File: config.mk
export PLATFORM = sky130hd
export DESIGN_NAME = mem_arbiter
export DESIGN_NICKNAME = d
export VERILOG_FILES = /design/src/rtl/mem_arbiter.sv
export SDC_FILE = /design/constraint.sdc
export NUM_CORES = 1
export LEC_CHECK = 0
export ABC_AREA = 1
export CAP_MARGIN = 20
export CORE_AREA = 2 2 144 146
export DETAILED_ROUTE_END_ITERATION = 12
export DIE_AREA = 0 0 146 148
export SLEW_MARGIN = 20
export SYNTH_ARGS = -nofsm -noshare
export SYNTH_HDL_FRONTEND = slang
export SYNTH_SLANG_ARGS = --single-unit
export TNS_END_PERCENT = 20
File: constraint.sdc
create_clock -name CLK -period 3.15 [get_ports CLK]
set_input_delay 0.4725 -clock CLK [delete_from_list [all_inputs] [get_ports CLK]]
set_output_delay 0.4725 -clock CLK [all_outputs]
set_load 0.01 [all_outputs]
File: src/rtl/mem_arbiter.sv
// Two-core RAM arbiter: data requests beat instruction requests, round-robin between cores.
// One transaction is in flight at a time; wait bits drop only on the ACCESS cycle.
module mem_arbiter #(
  parameter int WORD_W = 32,
  parameter int CPUS   = 2
) (
  input  logic              CLK,
  input  logic              nRST,
  input  logic [CPUS-1:0]   iREN,
  input  logic [WORD_W-1:0] iaddr0,
  input  logic [WORD_W-1:0] iaddr1,
  input  logic [CPUS-1:0]   dREN,
  input  logic [CPUS-1:0]   dWEN,
  input  logic [WORD_W-1:0] daddr0,
  input  logic [WORD_W-1:0] daddr1,
  input  logic [WORD_W-1:0] dstore0,
  input  logic [WORD_W-1:0] dstore1,
  output logic [CPUS-1:0]   iwait,
  output logic [CPUS-1:0]   dwait,
  output logic [WORD_W-1:0] iload,
  output logic [WORD_W-1:0] dload,
  output logic              ramREN,
  output logic              ramWEN,
  output logic [WORD_W-1:0] ramaddr,
  output logic [WORD_W-1:0] ramstore,
  input  logic [WORD_W-1:0] ramload,
  input  logic [1:0]        ramstate
);

  localparam logic [1:0] RAM_ACCESS = 2'd2;
  localparam logic [1:0] RAM_ERROR  = 2'd3;

  typedef enum logic {IDLE, SERVE} state_e;

  state_e state_q, state_d;
  logic   rr_q, rr_d;
  logic   gdata_q, gdata_d;
  logic   gcore_q, gcore_d;

  logic [CPUS-1:0]   dreq;
  logic [CPUS-1:0]   pick;
  logic              arb_data;
  logic              arb_core;
  logic              g_active;
  logic [WORD_W-1:0] g_addr;
  logic [WORD_W-1:0] g_store;

  always_ff @(posedge CLK or negedge nRST) begin
    if (!nRST) begin
      state_q <= IDLE;
      rr_q    <= 1'b0;
      gdata_q <= 1'b0;
      gcore_q <= 1'b0;
    end else begin
      state_q <= state_d;
      rr_q    <= rr_d;
      gdata_q <= gdata_d;
      gcore_q <= gcore_d;
    end
  end

  // Arbitration: pick the request class first, then favour the rr core if it is asking.
  always_comb begin
    dreq     = dREN | dWEN;
    arb_data = |dreq;
    pick     = arb_data ? dreq : iREN;
    arb_core = pick[rr_q] ? rr_q : ~rr_q;
  end

  // The granted request is followed live so an abort or a write/read flip is seen at once.
  always_comb begin
    g_active = gdata_q ? (dREN[gcore_q] | dWEN[gcore_q]) : iREN[gcore_q];
    g_addr   = gdata_q ? (gcore_q ? daddr1 : daddr0) : (gcore_q ? iaddr1 : iaddr0);
    g_store  = gcore_q ? dstore1 : dstore0;
  end

  always_comb begin
    state_d  = state_q;
    rr_d     = rr_q;
    gdata_d  = gdata_q;
    gcore_d  = gcore_q;
    ramREN   = 1'b0;
    ramWEN   = 1'b0;
    ramaddr  = '0;
    ramstore = '0;
    iwait    = '1;
    dwait    = '1;

    case (state_q)
      IDLE: begin
        if (arb_data || (|iREN)) begin
          state_d = SERVE;
          gdata_d = arb_data;
          gcore_d = arb_core;
        end
      end
      SERVE: begin
        ramaddr = g_addr;
        if (gdata_q) begin
          ramWEN   = dWEN[gcore_q];
          ramREN   = dREN[gcore_q] & ~dWEN[gcore_q];
          ramstore = g_store;
        end else begin
          ramREN = iREN[gcore_q];
        end

        // Abort and error both drop back without touching rr so the core keeps its turn.
        if (!g_active || (ramstate == RAM_ERROR)) begin
          state_d = IDLE;
        end else if (ramstate == RAM_ACCESS) begin
          state_d = IDLE;
          rr_d    = ~rr_q;
          if (gdata_q) dwait[gcore_q] = 1'b0;
          else         iwait[gcore_q] = 1'b0;
        end
      end
      default: state_d = IDLE;
    endcase
  end

  assign iload = ramload;
  assign dload = ramload;

endmodule

# Word level (Yosys, flattened, before mapping)

Index checks and enable logic that the tools add are counted.

Bits in registers: 4
Input port bits: 234

Magnitude comparators: 3
Equal/unequal tests: 2
Multiplexer cells: 36
Bitwise logic cells: 8
Reduce and logical (&&, ||, !) cells: 8

Operators with widths:

| kind               | count |
|---|---|
| $mux 32            | 7 |
| $mux 1             | 18 |
| $mux 2             | 9 |
| $eq 2x2->1 const B | 2 |
| $lt 1x2->1 const B | 2 |
| $not 1->1          | 4 |
| $reduce_or 2->1    | 2 |
| $reduce_and 3->1   | 1 |
| $logic_or 1x1->1   | 2 |
| $not 2->2          | 1 |
| $or 2x2->2         | 1 |
| $pmux 1 s2         | 1 |
| $reduce_and 2->1   | 1 |
| $and 1x1->1        | 1 |
| $demux 1 s1        | 1 |
| $ge 1x1->1 const B | 1 |
| $logic_and 1x1->1  | 1 |
| $logic_not 1->1    | 1 |
| $or 1x1->1         | 1 |

# Longest topological paths before layout

Depth after elaboration: 9
Mapped depth: 9

# Least setup slack after synthesis

Ideal clock, no wire load.

Path kind: reg2out
Start point: reg gcore_q
End point: out ramstore[10]
Data arrival time: 1.196 ns
Required time: 2.677 ns
Setup slack: 1.482 ns
Stages on the path, launching flop included: 9
Path buffers: 3
Cells stage by stage: dfrtp_1 > buf_6 > inv_2 > nand2_1 > inv_2 > buf_6 > buf_2 > nand2_1 > a21oi_1

Longest elaborated chain between the ends: 3

Ends and longest elaborated chain:

| item                   | line | source |
|---|---|---|
| from (decl)            | 38   | `logic gcore_q, gcore_d;` |
| from (signal assigned) | 58   | `gcore_q <= gcore_d;` |
| $mux 32                | 74   | `g_store = gcore_q ? dstore1 : dstore0;` |
| $mux 32                | 99   | `if (gdata_q) begin` |
| $mux 32                | 89   | `case (state_q)` |
| to (decl)              | 25   | `output logic [WORD_W-1:0] ramstore,` |

Every way passes these cells.

# Worst setup path in the final report

Start point: reg gcore_q
End point: out ramaddr[30]

Longest elaborated chain between the ends: 3
Elaborated cells between the ends (all ways): 4

Ends and longest elaborated chain:

| item        | line | source |
|---|---|---|
| $mux 32     | 73   | `g_addr = gdata_q ? (gcore_q ? daddr1 : daddr0) : (gcore_q ? iaddr1 : iaddr0);` |
| $mux 32 (*) | 73   |  |
| $mux 32 (*) | 89   |  |
| to (decl)   | 24   | `output logic [WORD_W-1:0] ramaddr,` |

Mark *: on every way between the ends. The rest lies on a longest branch, timed or not.

==> flow_summary_export.csv <==
group,metric,value,unit
outcome,status,"complete, no violations",
die,die_w,146,um
routing,drc,0,
placed_design,dp_hpwl,10.13,mm
global_route,grt_use_total,10.70,%
routing,wl_met3,1.348,mm
timing,rsz0062_at_grt,"no",
power,leakage,1.856,nW
power,powerDensity,656.6,nW/um2
final_layout,n_fill_cell,2254,
power,p_total,3.213,mW
logic_synthesis,yosys.area_share.simple,57.05,%
logic_synthesis,synth_area_leader_cell,"nand2_1",
clock_network,cts_hold_buf,0,
logic_synthesis,synth_cells,445,
timing,hold_viol,0,
logic_synthesis,synth_xor_area_share,0,%
global_route,antenna_found_initial,0,
setup_path,required,2.68,ns
timing,setup_tns,0,ns
logic_synthesis,synth_mux_area_share,0,%
clock_network,post_cts_buffers,0,
placed_design,numPortBuffers,271,
routing,top_layer,"met4",
timing,whs,0.4504,ns
die,initial_core_util,11.47,%
setup_path,critPathKind,"reg2out",
placed_design,dp.cells,903,
final_layout,layout.cells.non_filler,906,
timing,finalSetupViolations,0,
timing,layout_setup_ws,0.4160,ns
setup_path,crit_arrival,2.26,ns
routing,drtIter0Drc,81,
min_path,worst_hold_path_type,"in2async",
routing,wirelength_met1,4.712,mm
global_route,grt_pass1_wl,18.54,mm
job,cap_violations,0,
logic_synthesis,synth_compound_area_share,8.057,%
final_layout,final_cell_mix,"clkdlybuf4s50_1, nand2_1, nand4_1",
routing,ant_nets,0,
die,io_pins,368,
setup_path,critPathLaunchType,"flip-flop",
timing,fin_skew,0.001151,ns
setup_path,crit_path_end_kind,"output port",
final_layout,final_common_cell,"clkdlybuf4s50_1",
global_route,grt_overflow,0,
clock_network,cts_tree,"built",
placed_design,placed_area,4818,um2
final_layout,final_util,24.42,%
routing,wl,12.39,mm
logic_synthesis,syn_area,2298,um2
clock_network,clkTransAtPathRegs,0.03,ns
power,ir_drop,0.0002897,V
logic_synthesis,synthTopCellsByArea,"nand2_1, buf_4, nand4_1, and2_1, a21oi_1",
die,die_h,148,um
logic_synthesis,syn-num-nets,679,
logic_synthesis,avgSynthCellArea,5.165,um2
timing,drv_slew,0,
logic_synthesis,synth_top_family_by_area,"simple AND/OR/NAND/NOR gates",
clock_network,ctsHtreeMaxLevel,1,
final_layout,postLayoutCellArea,4893,um2
logic_synthesis,synth_fa_ha_area_share,0,%
timing,worstMarginPinSlew,0.4659,ns
routing,viasPerCell,3.820,
routing,vias,3461,
timing,fmax,365.8,MHz
clock_network,cts-buffers-inserted,3,
clock_network,cts_root_buf,"clkbuf_16",
clock_network,clock-sinks,4,
placed_design,dpl_worst_slack,0.5504,ns
die,fp.dieArea,21610,um2
global_route,grt_pass1_vias,3543,
clock_network,clk_latency,0.22,ns
die,coreArea,20040,um2
logic_synthesis,ys_warn_count,0,
routing,firstDrtPassIters,4,
timing,period_minus_slack,2.734,ns
routing,wl_met2,6.121,mm
final_layout,fin_nets,872,
final_layout,syn_to_final_growth,112.9,%
clock_network,clk_path_buf_depth,2,
clock_network,cts-resized-gates,0,
logic_synthesis,synth-seq-cells,4,
final_layout,n_antenna_cell,0,
logic_synthesis,yosys.area.top_type_share,35.11,%
final_layout,drive_gt1_share,2.673,%
global_route,grt_max_degree,40,
setup_path,r2r_slack,1.75,ns
logic_synthesis,synthDistinctLibCells,18,
die,row_count,52,
setup_path,path_max_fanout,37,
placed_design,gp_congestion,0.7567,
timing,finalCritPeriodShare,86.79,%
logic_synthesis,ys_seq_area_share,4.355,%
timing,maxSlewHeadroom,68.82,%
routing,wl_per_cell,13.67,um
==> flip-flops by register name, summed over array words and instances (netlist names) <==
register and count:
state_q 1, gdata_q 1, rr_q 1, gcore_q 1
==> critical path, cell delays in order (launching register included) <==
cell and delay, ns:
dfrtp_1 0.47, inv_2 0.11, nand2_1 0.06, inv_2 0.08, buf_4 0.35, nand2_1 0.10, nand4_1 0.15, and2_1 0.14
clkdlybuf4s50_1 0.54
==> routing by layer <==
layer,global-route usage [%],vias to the layer above
met5,0,-
met4,2.282,0
met3,3.580,22
met2,20.38,232
met1,11.45,1475
li1,-,1732
==> worst paths after layout <==
path / from / end / depth (start not counted)
setup / recovery: gcore_q$_DFFE_PN0P_ / ramaddr[30] / 8
hold / removal: nRST / state_q$_DFF_PN0_ / 1
setup reg to reg: gcore_q$_DFFE_PN0P_ / state_q$_DFF_PN0_ / 6
hold reg to reg: rr_q$_DFFE_PN0P_ / rr_q$_DFFE_PN0P_ / 2
max in group asynchronous: nRST / rr_q$_DFFE_PN0P_ / 1
min in group CLK: rr_q$_DFFE_PN0P_ / rr_q$_DFFE_PN0P_ / 2
==> cell usage after synthesis, drive strengths merged <==
library cell and instances:
a21oi 34, and2 32, buf 85, clkbuf 6, clkinv 1, dfrtp 4
inv 14, nand2 215, nand3 6, nand4 37, nor2 6, nor3 2
o21ai 3
==> area by class of cell <==
class / instances / area [um2] / area share [%]
flip-flops and latches: 4 / 100.1 / 2.046
multi-input cells: 335 / 1501 / 30.68
inverters: 15 / 56.30 / 1.151
well taps: 270 / 337.8 / 6.904
repair buffers: 279 / 2823 / 57.68
clock buffers: 3 / 75.07 / 1.534
==> logic make-up (layout without fill, tap and decap cells) <==
kind of cell           Yosys count  count (layout)
DFF                              4               4
and+or+nand+nor                298             298
AOI/OAI and AO/OA               37              37
buffers and inverters          106             297
==> report_power, final <==
group | total [mW] | internal (mW) | switching [mW]
combinational | 2.90 | 1.45 | 1.46
clock | 0.196 | 0.162 | 0.0337
sequential | 0.113 | 0.0769 | 0.0364
(Power assumes the default switching activity.)
==> RTL change, RTL diff (config.mk and constraints unchanged) <==
The parameter `CPUS` goes from 2 to 1.
--- a/src/rtl/mem_arbiter.sv
+++ b/src/rtl/mem_arbiter.sv
@@ -3,5 +3,5 @@
 module mem_arbiter #(
   parameter int WORD_W = 32,
-  parameter int CPUS   = 2
+  parameter int CPUS   = 1
 ) (
   input  logic              CLK,
Interface: changed (5 resized); port bits go from 368 to 363. No check against the original RTL was run, so the function may have changed too.
==> RTL change against the unedited design <==
- power rose by 2.7%
- global-route usage is 0.74 points lower
- sequential cell count stayed put
- wire length decreased by 6.6%
- critical path type unchanged
- setup slack got worse by 0.026 ns
- area after synthesis is 3.4% higher
- critical path depth is 2 lower
- critical endpoint is now ramaddr[23]
- cell area fell by 0.49%
- synthesized cell count down 2.5%
- highest routed layer unchanged
==> RTL change: results (changes against the unedited design) <==
vias in the first global route 3345 (-5.6%); worst-margin pin slew 0.445 ns (-0.0207 ns); skew final 0.00312 ns (+0.00197 ns); Netlist cell types 22 (+4); All-Layer GR Usage 0.0995 (-0.00744); Final Non-Filler Cells 887 (-2.1%); Top FF cell, synth dfrtp_1; Antenna Cells 0 (unchanged); Post-Syn Area per Cell 5.47 µm² (+6.0%); antenna violations before repair 0 (unchanged); placed insts 883 (-2.2%); Global Route met2 Usage 0.180 (-0.0236); Final GP Congestion 0.752 (-0.59%); Buffers on Ports 266 (-1.8%); via count 3374 (-2.5%); Seq/Total Area, Yosys 0.0421 (-0.00142); DP HPWL 9390 µm (-7.3%); largest net degree at the start of global routing 52 (+30%); HP Class primary input to async pin; Resized Gates After CTS 0 (unchanged); Reg clk slew, reported paths 0.03 ns (about the same); Final nets 849 (-2.6%); grt met1 use 0.112 (-0.00246); CP Max Fanout 24 (-35%); Pleak 1.89 nW (+1.8%); CTS buffer count 3 (unchanged); status finished clean; Worst Path Arrival 2.29 ns (+0.03 ns); Worst VDD drop 262 µV (-9.6%); first-pass GRT wire length 17600 µm (-5.1%); syn nets 665 (-2.1%); Max Cap Viol 0 (unchanged); First-pass DRT Iterations 4 (unchanged); postcts setup bufs 0 (unchanged); layout cells sized above 1 0.0421 (+0.0154); drt initial violations 143 (+77%); top cells by count, synth nor2_1 (129), buf_4 (71), nand2_1 (54); Synth area leaders buf_4 (22%), nor2_1 (20%), o211ai_1 (9.8%); GRT met3 Usage 0.0318 (-0.00401); WL/cell 13.0 µm (-4.6%); Yosys warning total 0 (unchanged)
-- RTL change: critical path, stage by stage (launching register included) --
cell             delay [ns]
dfrtp_1                0.54
nand2_2                0.30
buf_4                  0.33
nor2_1                 0.16
o21ai_0                0.10
nand2_1                0.08
clkdlybuf4s50_1        0.53
-- RTL change: worst paths after layout --
check,startpoint,endpoint,slack [ns],depth (start not counted)
worst max-delay path,gdata_q,ramaddr[23],0.39,6
worst min-delay path,nRST,gdata_q,0.45,1
max in group asynchronous,nRST,gcore_q,2.52,1
worst min register to register,rr_q,rr_q,0.47,2
min in group CLK,rr_q,rr_q,0.47,2
worst max register to register,gdata_q,rr_q,1.60,6
-- RTL change: stage by stage --
| stage | worst slack, ns | power [W] | cell area (µm²) |
|---|---|---|---|
| final | 0.390 | 0.00330 | 4870 |
| after global routing | 0.217 | 0.00360 | 4870 |
| after CTS | 0.331 | 0.00336 | 4870 |
| after detailed placement | 0.584 | 0.00313 | 4790 |
| after global placement | 0.619 | 0.00313 | 4790 |
| after floorplan | 1.55 | 0.00179 | 2380 |
-- RTL change: area by class of cell --
class / count / area, µm²
fill: 2294 / 15200
timing repair buffer: 276 / 2790
multi-input combinational: 323 / 1530
tap: 270 / 338
sequential: 4 / 101
clock buffer: 4 / 78.8
inverter: 10 / 38.8
-- RTL change: logic make-up (layout without fill, tap and decap cells) --
group / Yosys count / after routing / synth area share
AO/OA/AOI/OAI: 66 / 66 / 0.172
flip-flops: 4 / 4 / 0.0421
buffers and inverters: 107 / 290 / 0.316
AND/OR/NAND/NOR: 257 / 257 / 0.470
-- RTL change: layer usage --
layer | vias up | routed length [µm]
met5 | - | 0
met4 | 0 | 286
met3 | 36 | 1120
met2 | 182 | 5620
met1 | 1449 | 4550
li1 | 1707 | -
-- RTL change: report_power, final --
group	leakage, nW	total [W]	internal, W	switching (W)
Combinational	1.81	0.00297	0.00152	0.00145
Sequential	0.0464	0.000126	0.0000779	0.0000479
Clock	0.0382	0.000209	0.000168	0.0000409
